$ cat config.mk
export PLATFORM = sky130hd
export DESIGN_NAME = disc_frame_sequencer
export DESIGN_NICKNAME = d
export VERILOG_FILES = /design/src/rtl/disc_frame_sequencer.sv
export SDC_FILE = /design/constraint.sdc
export NUM_CORES = 1
export LEC_CHECK = 0
export ABC_AREA = 1
export CORE_MARGIN = 2
export CORE_UTILIZATION = 53
export DETAILED_ROUTE_END_ITERATION = 6
export GPL_TIMING_DRIVEN = 0
export HOLD_SLACK_MARGIN = 0.15
export PLACE_DENSITY = 0.86
export REMOVE_ABC_BUFFERS = 1
export SYNTH_ARGS = -nofsm -noshare
export SYNTH_HDL_FRONTEND = slang
export SYNTH_SLANG_ARGS = --single-unit
$ cat constraint.sdc
create_clock -name clk -period 4.57 [get_ports clk]
set_clock_uncertainty 0.1 [all_clocks]
set_input_delay 0.6855 -clock clk [delete_from_list [all_inputs] [get_ports clk]]
set_output_delay 0.6855 -clock clk [all_outputs]
set_load 0.02 [all_outputs]
$ cat src/rtl/disc_frame_sequencer.sv
// Pixel-stream front end and prob capture stage for the Q1.15 discriminator.
// Optional thresholded decision output is_real is enabled by defining DISC_DECISION_EN.
module disc_frame_sequencer #(
    parameter int                 N_PIX         = 9,
    parameter int                 SETTLE_CYCLES = 1,
    parameter logic signed [15:0] THRESH        = 16'sh4000
) (
    input  logic                  clk,
    input  logic                  rst,
    input  logic signed [15:0]    pix_in,
    input  logic                  pix_valid,
    input  logic                  pix_last,
    output logic                  pix_ready,
    output logic [16*N_PIX-1:0]   image_flat,
    input  logic signed [15:0]    prob_in,
    output logic signed [15:0]    prob_out,
    output logic                  prob_valid,
    input  logic                  prob_ready,
    output logic                  frame_err,
`ifdef DISC_DECISION_EN
    output logic                  is_real,
`endif
    output logic [15:0]           frame_cnt
);

    typedef enum logic [1:0] {LOAD, SETTLE, OUT} state_t;

    localparam logic [3:0]  LAST_IDX    = 4'(N_PIX - 1);
    localparam logic [15:0] SETTLE_INIT = 16'(SETTLE_CYCLES);

    state_t                state_q, state_d;
    logic [3:0]            idx_q, idx_d;
    logic [15:0]           cnt_q, cnt_d;
    logic [16*N_PIX-1:0]   img_q, img_d;
    logic signed [15:0]    prob_q, prob_d;
    logic                  pvld_q, pvld_d;
    logic                  err_q, err_d;
    logic [15:0]           fcnt_q, fcnt_d;
`ifdef DISC_DECISION_EN
    logic                  real_q, real_d;
`endif

    always_comb begin
        state_d = state_q;
        idx_d   = idx_q;
        cnt_d   = cnt_q;
        img_d   = img_q;
        prob_d  = prob_q;
        pvld_d  = pvld_q;
        err_d   = 1'b0;
        fcnt_d  = fcnt_q;
`ifdef DISC_DECISION_EN
        real_d  = real_q;
`endif
        case (state_q)
            LOAD: begin
                if (pix_valid) begin
                    img_d[{idx_q, 4'b0000} +: 16] = pix_in;
                    if (idx_q == LAST_IDX) begin
                        idx_d   = 4'd0;
                        cnt_d   = SETTLE_INIT;
                        state_d = SETTLE;
                        err_d   = ~pix_last;
                    end else if (pix_last) begin
                        // Short frame: restart at slot 0, earlier slots keep stale data.
                        idx_d = 4'd0;
                        err_d = 1'b1;
                    end else begin
                        idx_d = idx_q + 4'd1;
                    end
                end
            end
            SETTLE: begin
                if (cnt_q <= 16'd1) begin
                    prob_d  = prob_in;
                    pvld_d  = 1'b1;
                    state_d = OUT;
`ifdef DISC_DECISION_EN
                    real_d  = (prob_in >= THRESH);
`endif
                end else begin
                    cnt_d = cnt_q - 16'd1;
                end
            end
            OUT: begin
                if (prob_ready) begin
                    pvld_d  = 1'b0;
                    fcnt_d  = fcnt_q + 16'd1;
                    state_d = LOAD;
                end
            end
            default: state_d = LOAD;
        endcase
    end

    always_ff @(posedge clk) begin
        if (rst) begin
            state_q <= LOAD;
            idx_q   <= 4'd0;
            cnt_q   <= 16'd0;
            img_q   <= '0;
            prob_q  <= 16'sd0;
            pvld_q  <= 1'b0;
            err_q   <= 1'b0;
            fcnt_q  <= 16'd0;
`ifdef DISC_DECISION_EN
            real_q  <= 1'b0;
`endif
        end else begin
            state_q <= state_d;
            idx_q   <= idx_d;
            cnt_q   <= cnt_d;
            img_q   <= img_d;
            prob_q  <= prob_d;
            pvld_q  <= pvld_d;
            err_q   <= err_d;
            fcnt_q  <= fcnt_d;
`ifdef DISC_DECISION_EN
            real_q  <= real_d;
`endif
        end
    end

    assign pix_ready  = (state_q == LOAD) && !rst;
    assign image_flat = img_q;
    assign prob_out   = prob_q;
    assign prob_valid = pvld_q;
    assign frame_err  = err_q;
    assign frame_cnt  = fcnt_q;
`ifdef DISC_DECISION_EN
    assign is_real    = real_q;
`endif

endmodule

Yosys cells after proc, flatten, opt, wreduce, memory -nomap -nowiden
Index checks and enable logic that the tools add are counted.
{"block": "word_totals", "output_inout_bits": 179, "elab_cells": 55, "inputBits": 37, "register_bits": 200}
{"block": "classes", "shift": 2, "n_reduce_logical": 12, "add_sub_neg": 4, "bitwise": 3, "mux": 17, "eq_ne": 8, "order_cmp": 1}
{"operator": "144-bit bitwise mux", "n": 1}
{"operator": "16-bit by 10-bit variable shift with 144-bit output (first input constant)", "n": 1}
{"operator": "16-bit by 10-bit variable part select with 144-bit output", "n": 1}
{"operator": "16-bit 2-to-1 mux", "n": 3}
{"operator": "16-bit case mux with 2 select lines", "n": 1}
{"operator": "16-bit by 1-bit adder with 16-bit output (second input constant)", "n": 1}
{"operator": "16-bit by 1-bit less-or-equal comparator with 1-bit output (second input constant)", "n": 1}
{"operator": "16-bit by 1-bit subtractor with 16-bit output (second input constant)", "n": 1}
{"operator": "2-bit inequality test (second input constant)", "n": 5}
{"operator": "8-bit negation with 10-bit output", "n": 1}
{"operator": "2-bit 2-to-1 mux", "n": 4}
{"operator": "4-bit 2-to-1 mux", "n": 2}
{"operator": "4-bit AND reduction", "n": 2}
{"operator": "2-bit case mux with 3 select lines", "n": 1}
{"operator": "2-bit AND reduction", "n": 3}
{"operator": "4-bit by 1-bit adder with 4-bit output (second input constant)", "n": 1}
{"operator": "4-bit == test (second input constant)", "n": 1}
{"operator": "1-bit 2-to-1 mux", "n": 4}
{"operator": "2-bit nonzero test", "n": 2}
{"operator": "1-bit NOT", "n": 3}
{"operator": "3-bit AND reduction", "n": 1}
{"operator": "3-bit OR reduction", "n": 1}
{"operator": "2-bit by 1-bit == test with 1-bit output (second input constant)", "n": 1}
{"operator": "2-bit == test (second input constant)", "n": 1}
{"operator": "4 further kinds", "n": 4}

Longest topological paths before layout
{"block": "depth", "ltp_word": 4, "mapped_depth": 11, "ltp_nobuf": 10}

Worst setup path after synthesis
Ideal clock, no wire load.
{"block": "synth_path", "path_kind": "register -> register", "start": "reg idx_q[0]", "end": "reg img_q[139], in the netlist image_flat[139]", "t_required_ps": 4342, "stages_incl_launch_ff": 11, "period_less_slack_ps": 2337, "setup_ps": 128, "arrival_ps": 2110, "n_path_buf": 2, "setup_slack_ps": 2233, "path_cell_list": "dfxtp_1 > inv_2 > clkbuf_1 > ha_1 > xor2_2 > nand2_2 > nor2_8 > nand3_4 > buf_2 > a21oi_1 > nor2_1"}
{"block": "synth_between", "elab_chain_cells": 3, "elab_cells_between_ends": 4, "cone_classes": "add/sub: 1; shift: 2; mux: 1"}
{"item": "start: declaration", "line_no": "32", "rtl": "logic [3:0] idx_q, idx_d;"}
{"item": "start signal: assignment", "line_no": "111", "rtl": "idx_q <= idx_d;"}
{"item": "8-bit negation with 10-bit output *", "line_no": "58", "rtl": "img_d[{idx_q, 4'b0000} +: 16] = pix_in;"}
{"item": "16-bit by 10-bit variable part select with 144-bit output / 16-bit by 10-bit variable shift with 144-bit output (equally long branches)", "line_no": "58"}
{"item": "144-bit bitwise mux *", "line_no": "58"}
{"item": "end signal: assignment", "line_no": "113", "rtl": "img_q <= img_d;"}
{"item": "end: declaration", "line_no": "34", "rtl": "logic [16*N_PIX-1:0] img_q, img_d;"}
Mark *: on every way between the ends. The rest lies on a longest branch, timed or not.
A chain may end at the register's enable or synchronous reset.

Worst setup path in the final report
{"block": "layout_path", "start": "reg idx_q[0]", "end": "reg img_q[34], in the netlist image_flat[34]"}
Same word-level chain as after synthesis.

==> run metrics <==
Required @ worst endpoint 4.80 ns; initial cell density of the core 53.5%; clock insertion delay at the later pin of the skew report 0.44 ns; most frequent cell after synthesis sky130_fd_sc_hd__nor2_1; remaining max-slew budget at the tightest pin 17.8%; clock transition at the registers of the reported paths 0.07 ns; area of all placed cells without fillers 0.0112 mm^2; highest net fanout along the worst path 32; detail-routed via count per cell 5.19; number of cells in the finished layout apart from fillers 1,605; Avg Inst Size Synth 7.02 um^2; count of port buffers added during placement 215; RSZ-0062 raised after global routing false; remaining design rule violation count 0; Post-Synthesis Cells 1,197; Post-Place Cells 1,573; class of the most critical hold timing path reg2reg; ratio of final minimum period to clock period 85.5%; Std-Cell Core Area 0.0157 mm^2; final weighted congestion in routability-driven placement 0.874; Compound-Gate Fraction of Synth Area 11.2%; clock tree from TritonCTS yes; Total Wirelength 24,000 um; buffer type at the clock tree root sky130_fd_sc_hd__clkbuf_16; Pre-antenna DRT Iters 5; Critical Path End Type register; proportion of netlist area held by the largest area contributor 47.6%; buffer depth of the longest clock path 2; synth unique cells 34; starting DRC count in detailed routing 529; largest cells by area after synthesis sky130_fd_sc_hd__dfxtp_1 48%, sky130_fd_sc_hd__nor2_1 14%, sky130_fd_sc_hd__nand2_1 9.8%, sky130_fd_sc_hd__o21ai_0 4.9%, sky130_fd_sc_hd__a21oi_1 4.6%; standard-cell row count 46; Total Nets Final 1,420; final hold violation count 0; CTS sink cnt 200; synthesized area 0.00841 mm^2; FF+latch count, synth 200; sequential cell area fraction in the yosys report 47.6%; average wire per standard cell 15.0 um; endpoint arrival time on the critical path 4.14 ns; via count 8,323; proportion of synthesized flip-flops having asynchronous set or reset 0%; first-pass GRT wire length 37,800 um; CP Launch Type register; post-detailed-placement cell area 0.0106 mm^2; total overflow reported by the global router 0; TritonCTS Buffers 17; largest vdd supply drop 262 uV; count of pins over their slew limit 0; largest net degree at the start of global routing 93; IO Pins 216; postcts setup bufs 0; P_leak 4.56 nW; vias in the first global route 7,680; most used flip-flop cell after synthesis sky130_fd_sc_hd__dfxtp_1; number of antenna violations at the first check in global routing 0; layout cells sized above 1 4.18%; final setup violation count 0; max-capacitance violation count 0; crit path time final 3.91 ns; filler cell count 1,300; maximum clock frequency 0.256 GHz; H-Tree Depth 4; DP Wirelength 16,100 um; die height 130 um; Layout area overhead 32.8%; GRT Overall Usage 28.4%; post-synthesis simple-gate area fraction 31.8%; largest area contributor in the netlist sky130_fd_sc_hd__dfxtp_1; full die area 0.0169 mm^2; power density cells 312 mW/mm^2; classification of the worst setup path reg2reg; Inserted Diodes 0; combinational family with the most area after synthesis simple AND/OR/NAND/NOR gates; Post-synth EDFFs 0; Die X 130 um; antenna viol nets, final 0; transition at the pin with the smallest max-transition slack 1.23 ns; Adder-Cell Fraction of Synth Area 1.04%; Synth warnings 0; run status complete, no violations; Post-Synth XOR/XNOR Area 0.610%; top cells by instance count after synthesis 311 x sky130_fd_sc_hd__nor2_1, 220 x sky130_fd_sc_hd__nand2_1, 200 x sky130_fd_sc_hd__dfxtp_1; post-synthesis mux area share 0%
==> logic make-up (layout without fill, tap and decap cells) <==
group           Yosys count  count (layout)
simple gates            642             642
flops                   200             200
compound gates          186             186
buf+inv                 157             349
fa+ha+maj                 7               7
xor+xnor                  5               5
==> metrics by stage <==
stage	setup slack [ns]	hold slack, ns	total power (W)	utilization (%)	TNS, ns
global placement	-2.00	0.331	0.00206	67.2	-274.12
finish	0.661	0.347	0.00348	71.1	0
detailed placement	-0.0306	0.337	0.00206	67.4	-0.0581
CTS	0.368	0.346	0.00349	71.0	0
global route	0.323	0.361	0.00359	71.1	0
floorplan	1.25	0.371	0.00193	-	0
==> flip-flops by register name, summed over array words and instances (netlist names) <==
register    count
cnt_q          16
frame_err       1
prob_valid      1
frame_cnt      16
idx_q           4
prob_out       16
state_q         2
image_flat    144
==> power by group <==
group | switching (W) | internal [W]
Sequential | 0.0000120 | 0.00176
Clock | 0.000687 | 0.000774
Combinational | 0.000159 | 0.0000895
Total | 0.000858 | 0.00262
==> repair_timing <==
action	4_1_cts	5_1_grt
endpoints found under the hold margin	0	0
hold buffers	0	0
resized for setup	1	1
endpoints found under the setup margin	2	1
==> worst paths after layout <==
path | start | depth (start not counted) | slack (ns) | endpoint
hold / removal | image_flat[1] | 2 | 0.35 | image_flat[1]
setup reg to reg | idx_q[0] | 9 | 0.66 | image_flat[34]
setup / recovery | idx_q[0] | 9 | 0.66 | image_flat[34]
hold reg to reg | image_flat[1] | 2 | 0.35 | image_flat[1]
==> cell usage in the layout, fill, tap and decap left out, types with 5 or more instances in the layout <==
cell type	count
sky130_fd_sc_hd__nand2_1	220
sky130_fd_sc_hd__dfxtp_1	200
sky130_fd_sc_hd__clkdlybuf4s50_1	214
sky130_fd_sc_hd__clkbuf_16	17
sky130_fd_sc_hd__a21oi_1	77
sky130_fd_sc_hd__nor2_1	311
sky130_fd_sc_hd__nand4_1	6
sky130_fd_sc_hd__nand3_1	46
sky130_fd_sc_hd__nor3_1	38
sky130_fd_sc_hd__clkinv_2	5
sky130_fd_sc_hd__o21ai_1	20
sky130_fd_sc_hd__o21ai_0	83
sky130_fd_sc_hd__ha_1	6
sky130_fd_sc_hd__nand3_4	5
sky130_fd_sc_hd__inv_1	94
==> cell type report <==
cell class / count / area [um^2] / area share [%]
flip-flops and latches: 200 / 4000 / 35.9
multi-input cells: 840 / 3760 / 33.7
repair buffers: 217 / 2190 / 19.6
clock buffers: 19 / 443 / 3.97
inverters: 100 / 379 / 3.40
well taps: 216 / 270 / 2.42
clock inverters: 13 / 121 / 1.09
==> critical path: stages, from the launching register on <==
cell	delay (ns)
sky130_fd_sc_hd__dfxtp_1	0.74
sky130_fd_sc_hd__inv_2	0.39
sky130_fd_sc_hd__ha_2	0.85
sky130_fd_sc_hd__inv_1	0.30
sky130_fd_sc_hd__nor2_1	0.36
sky130_fd_sc_hd__inv_1	0.12
sky130_fd_sc_hd__nor2_4	0.63
sky130_fd_sc_hd__nand2_1	0.12
sky130_fd_sc_hd__nand2_1	0.10
sky130_fd_sc_hd__nor2_1	0.06
==> routing by layer <==
metal / vias up / global-route usage [%] / wire length [um]
met2: 280 / 47.1 / 11400
li1: 4140 / - / -
met1: 3848 / 33.2 / 9730
met4: 0 / 13.2 / 856
met3: 55 / 9.92 / 2100
met5: - / 0 / 0
Power figures use the tool's default switching activity.
